[src/rtl/phy_mgmt_sequencer_if.sv]
// SMI master request/response bundle between the PHY management sequencer and the MDIO engine.
// The sequencer drives requests through the master modport and the SMI engine answers through the slave modport.
interface phy_mgmt_sequencer_if;
  logic [4:0]  phy_addr;
  logic [4:0]  reg_addr;
  logic        write_req;
  logic [15:0] write_data;
  logic        read_req;
  logic [15:0] read_data;
  logic        data_valid;
  logic        done;

  modport master (
    output phy_addr, reg_addr, write_req, write_data, read_req,
    input  read_data, data_valid, done
  );

  modport slave (
    input  phy_addr, reg_addr, write_req, write_data, read_req,
    output read_data, data_valid, done
  );
endinterface

[src/rtl/phy_mgmt_sequencer.sv]
// Writes the PHY config table after reset, then polls reg 0x11 forever and exports link/speed/duplex.
// Requests are single-cycle pulses; each waits for the SMI done or a timeout, and restarts are deferred to transaction boundaries.
module phy_mgmt_sequencer #(
  parameter logic [4:0] PHY_ADDR      = 5'd1,
  parameter int         INIT_WAIT_CYC = 500_000,
  parameter int         POLL_CYC      = 5_000_000,
  parameter int         TIMEOUT_CYC   = 100_000,
  parameter bit         ADV_1000      = 1'b1
) (
  input  logic                 clk,
  input  logic                 rst_n,
  input  logic                 cfg_restart_i,
  phy_mgmt_sequencer_if.master smi,
  output logic                 cfg_done_o,
  output logic                 link_up_o,
  output logic [1:0]           speed_o,
  output logic                 full_duplex_o,
  output logic                 status_valid_o,
  output logic                 smi_err_o
);

  localparam int MAX_AB  = (INIT_WAIT_CYC > POLL_CYC) ? INIT_WAIT_CYC : POLL_CYC;
  localparam int MAX_CYC = (MAX_AB > TIMEOUT_CYC) ? MAX_AB : TIMEOUT_CYC;
  localparam int CW      = $clog2(MAX_CYC + 1);

  typedef enum logic [2:0] {
    S_INIT_WAIT,
    S_CFG_REQ,
    S_CFG_WAIT,
    S_POLL_REQ,
    S_POLL_WAIT,
    S_POLL_GAP
  } state_t;

  state_t      state_q, state_d;
  logic [1:0]  idx_q, idx_d;
  logic [CW-1:0] cnt_q, cnt_d;
  logic        pend_q, pend_d;
  logic [4:0]  reg_addr_q, reg_addr_d;
  logic [15:0] wdata_q, wdata_d;
  logic [15:0] cap_q, cap_d;
  logic        cfg_done_q, cfg_done_d;
  logic        link_q, link_d;
  logic [1:0]  speed_q, speed_d;
  logic        fdx_q, fdx_d;
  logic        sval_q, sval_d;
  logic        err_q, err_d;

  logic        restart;
  logic        do_restart;
  logic        timeout;
  logic [15:0] rd_word;

  function automatic logic [4:0] tbl_reg(input logic [1:0] i);
    case (i)
      2'd0:    tbl_reg = 5'h04;
      2'd1:    tbl_reg = 5'h09;
      default: tbl_reg = 5'h00;
    endcase
  endfunction

  function automatic logic [15:0] tbl_dat(input logic [1:0] i);
    case (i)
      2'd0:    tbl_dat = 16'h01E1;
      2'd1:    tbl_dat = ADV_1000 ? 16'h0200 : 16'h0000;
      default: tbl_dat = 16'h1340;
    endcase
  endfunction

  assign restart = pend_q | cfg_restart_i;
  assign timeout = (cnt_q == CW'(TIMEOUT_CYC - 1));
  // data_valid and done in the same cycle still yield the fresh word
  assign rd_word = smi.data_valid ? smi.read_data : cap_q;

  always_comb begin
    state_d    = state_q;
    idx_d      = idx_q;
    cnt_d      = cnt_q + CW'(1);
    pend_d     = restart;
    reg_addr_d = reg_addr_q;
    wdata_d    = wdata_q;
    cap_d      = cap_q;
    cfg_done_d = cfg_done_q;
    link_d     = link_q;
    speed_d    = speed_q;
    fdx_d      = fdx_q;
    sval_d     = sval_q;
    err_d      = err_q;
    do_restart = 1'b0;

    case (state_q)
      S_INIT_WAIT: begin
        if (restart) begin
          do_restart = 1'b1;
        end else if (cnt_q == CW'(INIT_WAIT_CYC - 1)) begin
          state_d = S_CFG_REQ;
          idx_d   = 2'd0;
        end
      end
      S_CFG_REQ: begin
        state_d = S_CFG_WAIT;
        cnt_d   = CW'(1);
      end
      S_CFG_WAIT: begin
        if (smi.done || timeout) begin
          if (!smi.done) err_d = 1'b1;
          if (restart) begin
            do_restart = 1'b1;
          end else if (idx_q == 2'd2) begin
            cfg_done_d = 1'b1;
            state_d    = S_POLL_REQ;
          end else begin
            idx_d   = idx_q + 2'd1;
            state_d = S_CFG_REQ;
          end
        end
      end
      S_POLL_REQ: begin
        state_d = S_POLL_WAIT;
        cnt_d   = CW'(1);
      end
      S_POLL_WAIT: begin
        if (smi.data_valid) cap_d = smi.read_data;
        if (smi.done) begin
          link_d  = rd_word[10];
          speed_d = rd_word[15:14];
          fdx_d   = rd_word[13];
          sval_d  = 1'b1;
        end else if (timeout) begin
          err_d = 1'b1;
        end
        if (smi.done || timeout) begin
          if (restart) begin
            do_restart = 1'b1;
          end else begin
            state_d = S_POLL_GAP;
            cnt_d   = '0;
          end
        end
      end
      S_POLL_GAP: begin
        if (restart) begin
          do_restart = 1'b1;
        end else if (cnt_q == CW'(POLL_CYC - 1)) begin
          state_d = S_POLL_REQ;
        end
      end
      default: state_d = S_INIT_WAIT;
    endcase

    if (do_restart) begin
      state_d    = S_CFG_REQ;
      idx_d      = 2'd0;
      cfg_done_d = 1'b0;
      pend_d     = 1'b0;
    end

    // Address/payload are loaded on entry so they are valid in the request cycle itself
    if (state_d == S_CFG_REQ && state_q != S_CFG_REQ) begin
      reg_addr_d = tbl_reg(idx_d);
      wdata_d    = tbl_dat(idx_d);
    end
    if (state_d == S_POLL_REQ && state_q != S_POLL_REQ) begin
      reg_addr_d = 5'h11;
    end
  end

  always_ff @(posedge clk or negedge rst_n) begin
    if (!rst_n) begin
      state_q    <= S_INIT_WAIT;
      idx_q      <= 2'd0;
      cnt_q      <= '0;
      pend_q     <= 1'b0;
      reg_addr_q <= 5'h00;
      wdata_q    <= 16'h0000;
      cap_q      <= 16'h0000;
      cfg_done_q <= 1'b0;
      link_q     <= 1'b0;
      speed_q    <= 2'b00;
      fdx_q      <= 1'b0;
      sval_q     <= 1'b0;
      err_q      <= 1'b0;
    end else begin
      state_q    <= state_d;
      idx_q      <= idx_d;
      cnt_q      <= cnt_d;
      pend_q     <= pend_d;
      reg_addr_q <= reg_addr_d;
      wdata_q    <= wdata_d;
      cap_q      <= cap_d;
      cfg_done_q <= cfg_done_d;
      link_q     <= link_d;
      speed_q    <= speed_d;
      fdx_q      <= fdx_d;
      sval_q     <= sval_d;
      err_q      <= err_d;
    end
  end

  assign smi.phy_addr   = PHY_ADDR;
  assign smi.reg_addr   = reg_addr_q;
  assign smi.write_data = wdata_q;
  assign smi.write_req  = (state_q == S_CFG_REQ);
  assign smi.read_req   = (state_q == S_POLL_REQ);

  assign cfg_done_o     = cfg_done_q;
  assign link_up_o      = link_q;
  assign speed_o        = speed_q;
  assign full_duplex_o  = fdx_q;
  assign status_valid_o = sval_q;
  assign smi_err_o      = err_q;

endmodule

[src/flat_wrapper.sv]
// flat-port wrapper written by rule: the top's interface ports become plain ports
module phy_mgmt_sequencer_flat 
#(
  parameter logic [4:0] PHY_ADDR      = 5'd1,
  parameter int         INIT_WAIT_CYC = 500_000,
  parameter int         POLL_CYC      = 5_000_000,
  parameter int         TIMEOUT_CYC   = 100_000,
  parameter bit         ADV_1000      = 1'b1
)
  (clk, rst_n, cfg_restart_i, cfg_done_o, link_up_o, speed_o, full_duplex_o, status_valid_o, smi_err_o, smi_phy_addr, smi_reg_addr, smi_write_req, smi_write_data, smi_read_req, smi_read_data, smi_data_valid, smi_done);
  phy_mgmt_sequencer_if smi_i ();
  input  logic clk;
  input  logic rst_n;
  input  logic cfg_restart_i;
  output logic cfg_done_o;
  output logic link_up_o;
  output logic [1:0] speed_o;
  output logic full_duplex_o;
  output logic status_valid_o;
  output logic smi_err_o;
  output wire logic [$bits(smi_i.phy_addr)-1:0] smi_phy_addr;
  output wire logic [$bits(smi_i.reg_addr)-1:0] smi_reg_addr;
  output wire logic [$bits(smi_i.write_req)-1:0] smi_write_req;
  output wire logic [$bits(smi_i.write_data)-1:0] smi_write_data;
  output wire logic [$bits(smi_i.read_req)-1:0] smi_read_req;
  input wire logic [$bits(smi_i.read_data)-1:0] smi_read_data;
  input wire logic [$bits(smi_i.data_valid)-1:0] smi_data_valid;
  input wire logic [$bits(smi_i.done)-1:0] smi_done;
  assign smi_phy_addr = smi_i.phy_addr;
  assign smi_reg_addr = smi_i.reg_addr;
  assign smi_write_req = smi_i.write_req;
  assign smi_write_data = smi_i.write_data;
  assign smi_read_req = smi_i.read_req;
  assign smi_i.read_data = smi_read_data;
  assign smi_i.data_valid = smi_data_valid;
  assign smi_i.done = smi_done;
  phy_mgmt_sequencer #(.PHY_ADDR(PHY_ADDR), .INIT_WAIT_CYC(INIT_WAIT_CYC), .POLL_CYC(POLL_CYC), .TIMEOUT_CYC(TIMEOUT_CYC), .ADV_1000(ADV_1000)) u_core (.clk(clk), .rst_n(rst_n), .cfg_restart_i(cfg_restart_i), .smi(smi_i), .cfg_done_o(cfg_done_o), .link_up_o(link_up_o), .speed_o(speed_o), .full_duplex_o(full_duplex_o), .status_valid_o(status_valid_o), .smi_err_o(smi_err_o));
endmodule
[config.mk]
export PLATFORM = sky130hd
export DESIGN_NAME = phy_mgmt_sequencer_flat
export DESIGN_NICKNAME = d
export VERILOG_FILES = /design/src/rtl/phy_mgmt_sequencer_if.sv /design/src/rtl/phy_mgmt_sequencer.sv /design/src/flat_wrapper.sv
export SDC_FILE = /design/constraint.sdc
export NUM_CORES = 1
export LEC_CHECK = 0
export ABC_AREA = 1
export CAP_MARGIN = 10
export CELL_PAD_IN_SITES_DETAIL_PLACEMENT = 1
export CELL_PAD_IN_SITES_GLOBAL_PLACEMENT = 1
export CORE_UTILIZATION = 30
export DETAILED_ROUTE_END_ITERATION = 6
export PLACE_DENSITY = 0.74
export SLEW_MARGIN = 0
export SYNTH_ARGS = -nofsm -noshare
export SYNTH_HDL_FRONTEND = slang
export SYNTH_SLANG_ARGS = --single-unit
[constraint.sdc]
create_clock -name clk -period 3.9 [get_ports clk]
set_input_delay 0.39 -clock clk [delete_from_list [all_inputs] [get_ports clk]]
set_output_delay 0.39 -clock clk [all_outputs]
set_load 0.05 [all_outputs]
---- Yosys cells after proc, flatten, opt, wreduce, memory -nomap -nowiden ----
Index checks and enable logic that the tools add are counted.
storage, ports and cells
  flip-flop bits (word level) ............. 73
  input port bits ......................... 21
  output and inout bits ................... 35
  word-level logic and storage cells ...... 93
cells by class
  $add $sub $neg .......................... 2
  eq/ne operators ......................... 19
  multiplexer cells ....................... 40
  bitwise gates (word level) .............. 1
  reductions and logical operators ........ 17
operator list
  cell                     number
  $mux W23                 2
  $pmux W23 S2             1
  $mux W3                  9
  $pmux W13 S2             1
  $add A23 B1 Y23 const B  1
  $eq A23 B17 Y1 const B   1
  $eq A23 B19 Y1 const B   1
  $eq A23 B23 Y1 const B   1
  $pmux W3 S6              1
  $mux W16                 1
  $mux W2                  7
  $mux W1                  12
  $mux W5                  2
  $reduce_bool A2 Y1       5
  $eq A3 B2 Y1 const B     3
  $pmux W4 S2              1
  $eq A3 B1 Y1 const B     2
  $eq A3 B3 Y1 const B     2
  $ne A2 B2 Y1 const B     3
  $reduce_or A2 Y1         3
  $reduce_and A5 Y1        1
  $ne A2 B1 Y1 const B     2
  $pmux W1 S2              2
  $pmux W2 S2              1
  other kinds (12)         14

---- Longest topological paths before layout ----
  word-level depth ........................ 10
  mapped depth ............................ 15
  gate-level depth less buffers ........... 15

---- Worst setup path before layout ----
OpenSTA, ideal clock, no wires.
  kind .................................... register to register
  start ................................... reg u_core.state_q[1]
  end ..................................... reg u_core.reg_addr_q[0] (netlist: u_core.smi.reg_addr[0])
  setup time .............................. 0.118 ns
  data arrival time ....................... 1.940 ns
  required time ........................... 3.782 ns
  path slack .............................. 1.842 ns
  cell stages (with the launch flop) ...... 11
  buffers on the path ..................... 0
  period minus slack after synthesis ...... 2.058 ns
  path through ............................ dfrtp_1 inv_1 nand2_1 nor2_1 nor2_1 nand2_1 nand2_4 inv_2 nand2_1 nand3_1 nand2_1
on the way
  elaborated cells on any way between the ends .. 33
  those cells by class .................... eq/ne (10); mux (16); reduce/logical (7)
RTL lines
  element                                               RTL line                                              source
  from (decl)                                           phy_mgmt_sequencer.sv:35                              state_t state_q, state_d;
  from (signal assigned)                                phy_mgmt_sequencer.sv:184                             state_q <= state_d;
  $eq A3 B1 Y1 (*)                                      --
  via smi_write_req                                     flat_wrapper.sv:23                                    output wire logic [$bits(smi_i.write_req)-1:0] smi_write_req;
  $pmux W3 S6 (*)                                       phy_mgmt_sequencer.sv:91                              case (state_q)
  $mux W3 (*)                                           phy_mgmt_sequencer.sv:151                             if (do_restart) begin
  via u_core.state_d[1]                                 phy_mgmt_sequencer.sv:35
  $eq A3 B2 Y1 / $eq A3 B1 Y1 (equally long branches)   phy_mgmt_sequencer.sv:163, phy_mgmt_sequencer.sv:159
  $logic_and A1 B1 Y1, on equally long branches         phy_mgmt_sequencer.sv:163, phy_mgmt_sequencer.sv:159
  $mux W5 / $reduce_bool A2 Y1 (equally long branches)  --
  to (signal assigned)                                  phy_mgmt_sequencer.sv:188                             reg_addr_q <= reg_addr_d;
  to (decl)                                             phy_mgmt_sequencer.sv:39                              logic [4:0] reg_addr_q, reg_addr_d;
The timed path passes the listed nets; every way through them passes the cells marked *. The select of a mux whose other input is x is not followed.
A chain may end at the register's enable or synchronous reset.

---- Worst setup path after layout ----
  start ................................... reg u_core.state_q[1]
  end ..................................... out smi_write_req
on the way
  cells in the longest elaborated chain, start to end .. 1
ends and longest elaborated chain
  element       RTL line                   source
  $eq A3 B1 Y1  phy_mgmt_sequencer.sv:203  assign smi.write_req = (state_q == S_CFG_REQ);
  to (decl)     flat_wrapper.sv:23
Every way passes these cells.

==> impl_metrics.tcl <==
set metrics [dict create \
    cp.arrival_ns 2.11 \
    cts.sink_count 48 \
    final.setup.tns_ns 0 \
    path_delay_family "buffers and inverters" \
    cts_buffer_depth 2 \
    die_area_um2 9920 \
    clock_latency_ns 0.31 \
    cts-hold-fix-buffers 0 \
    synth-main-ff-cell "dfrtp_1" \
    multiInputGateArea_um2 1370 \
    crit_slowest_cell "clkdlybuf4s50_1" \
    startpoint_type "register" \
    grt_max_degree 30 \
    hold_violations 0 \
    async_reset_ff_share_pct 100 \
    grt_pass1_vias 2466 \
    synthMuxAreaShare_pct 0 \
    fin_nets 438 \
    worstPathCellList "inv_1 -> nand2_1 -> nor2_1 -> clkdlybuf4s50_1" \
    ys_seq_area_share_pct 42.0 \
    finalCriticalPeriod_ns 2.50 \
    synth_edf_count 0 \
    synth_top_area_share_pct 42.0 \
    synth_top_family_by_area "simple AND/OR/NAND/NOR gates" \
    cts_resized 0 \
    vias 2444 \
    outcome "finished, final reports clean" \
    final.period_utilization_pct 64.0 \
    final-max-slew-violation-count 0 \
    setup_viol 0 \
    cp_num_buf_inv 2 \
    htreeDepth 2 \
    r2r_slack_ns 1.63 \
    synth_compound_area_share_pct 6.61 \
    fmax_ghz 0.401 \
    synthTopCellsByCount "nand2_1 (92), nor2_1 (70), dfrtp_1 (48)" \
    io_buffers 28 \
    synth_most_common_cell "nand2_1" \
    fp-row-count 35 \
    yosysUniqueCellTypes 30 \
    start_util_pct 30.9 \
    synthAdderAreaFrac_pct 1.31 \
    syn-cell-area_um2 2860 \
    rsz0062_at_grt "false" \
    post_cts_buffers 0 \
    drive_above_1_share_pct 7.47 \
    grt_antenna_before_repair 0 \
    drc 0 \
    cp_max_fo 7 \
    slew_headroom_pct 46.3 \
    viasPerCell 4.49 \
    worst_ep_required_time_ns 3.51 \
    synth_area_leaders "dfrtp_1 (42%), nand2_1 (12%), nor2_1 (9.2%)" \
    crit_path_end_kind "output port" \
    grt_pass1_wl_mm 11.7 \
    syn_avg_cell_area_um2 7.40 \
    synthSimpleGateAreaFrac_pct 34.0 \
    yosys.area_share.xor_xnor_pct 3.99 \
    peakVddDrop_mv 0.226 \
    hold_path.class "input port to asynchronous set/reset pin" \
    slowest_delay_ns 0.83 \
    ff_latch_area_um2 1200 \
    tritoncts "yes" \
    wirelength_mm 6.77 \
    diodes 0 \
    globalplace.congestion 0.842 \
    ys_warn_count 0 \
    max_cap_viol_count 0 \
    io_pins 56 \
    ant_nets 0 \
    cts_root_buffer "clkbuf_8" \
    die_width_um 99.6 \
    synth_top_area_cell "dfrtp_1" \
    path_class "register to output port" \
    fin_worst_skew_ns 0.00901 \
    ys_ff_latch 48 \
    tightestPinTransition_ns 0.804 \
    routedWlPerCell_um 12.4 \
    syn2layout_area_growth_pct 15.8 \
    syn-instance-count 386 \
    dp_hpwl_mm 5.24 \
    die_h_um 99.6 \
    first_pass_iters 4 \
    num-fill-cells 1143 \
    power_density_nw_per_um2 699 \
    core_um2 9240 \
    clk_pin_slew_ns 0.10 \
    final_util_pct 35.8 \
    p_leak_nw 1.55 \
    numCtsBuffers 5 \
    track_usage_pct 14.7 \
    drt_iter0_drc 129 \
    gr-total-overflow 0 \
]
cell usage in the layout, fill, tap and decap left out:
cell and count:
xnor2_1 4, nand4_1 11, o21ai_1 1, clkdlybuf4s50_1 27
a21oi_1 13, conb_1 15, o21ai_0 14, o21ai_4 1
ha_1 3, nor3b_1 1, clkinvlp_4 1, or2_2 1
inv_1 45, xor2_1 9, inv_2 3, nand3_2 2
nand2_1 92, nor3_1 9, nand2_4 3, dfrtp_1 48
a211oi_1 1, o21ai_2 2, inv_6 1, clkbuf_8 5
bufinv_16 1, buf_4 1, o21bai_1 1, nand3_1 20
nor2_2 4, nand3_4 1, nand3b_4 1, nor2_1 70
buf_2 1, nand2_2 3
through the flow:
step           instances  power, mW  cell area, um^2  setup WS, ns  hold slack [ns]
2_1_floorplan        399       1.66             2910          1.84           0.0944
3_3_place_gp         536       1.91             3190          1.37            0.376
3_5_place_dp         536       1.95             3190          1.33            0.376
4_1_cts              544       2.34             3310          1.39           0.0352
5_1_grt              544       2.48             3310          1.33           0.0543
6_report             544       2.31             3310          1.40           0.0192
flip-flops by register name, summed over array words and instances (netlist names):
| register | count |
|---|---|
| u_core.idx_q | 2 |
| u_core.cfg_done_o | 1 |
| u_core.smi_err_o | 1 |
| u_core.cnt_q | 23 |
| u_core.status_valid_o | 1 |
| u_core.smi.write_data | 4 |
| u_core.speed_o | 2 |
| u_core.link_up_o | 1 |
| u_core.state_q | 3 |
| u_core.pend_q | 1 |
| u_core.smi.reg_addr | 4 |
| u_core.cap_q | 4 |
| u_core.full_duplex_o | 1 |
final cells by class:
class / instances / area share, %
clock buffer: 5 / 2.08
clock inverter: 3 / 1.40
inverter: 48 / 5.45
multi-input combinational: 282 / 41.3
sequential: 48 / 36.3
tap: 129 / 4.88
timing repair buffer: 29 / 8.55
kinds of logic (layout without fill, tap and decap cells):
kind of cell / after synthesis / in the layout
compound gates: 33 / 33
fa+ha+maj: 3 / 3
flops: 48 / 48
buf+inv: 69 / 85
xor+xnor: 13 / 13
other cells: 2 / 15
simple gates: 218 / 218
routing by layer:
metal  GRT usage, %  part of all wire, %  up-vias
met2           25.9                   49       24
met5              0                    0        -
met3           1.69                  1.7        5
li1               -                    -     1230
met1           19.0                   48     1185
met4           4.07                  1.2        0
where the power goes:
group | internal (mW) | switching [mW] | leakage (nW)
clock | 0.193 | 0.189 | 0.0548
combinational | 0.366 | 0.867 | 0.862
sequential | 0.625 | 0.0707 | 0.631
total | 1.18 | 1.13 | 1.55
path summary, 6_finish.rpt:
path / cells after the start / to / start
max in group asynchronous: 2 / u_core.smi.write_data[7] / rst_n
min in group clk: 1 / u_core.status_valid_o / u_core.status_valid_o
worst max-delay path: 4 / smi_write_req / u_core.state_q[1]
worst max register to register: 8 / u_core.cnt_q[15] / u_core.cnt_q[21]
worst min-delay path: 1 / u_core.cnt_q[8] / rst_n
worst min register to register: 1 / u_core.status_valid_o / u_core.status_valid_o
No activity file was read; power rests on OpenSTA's default activity.
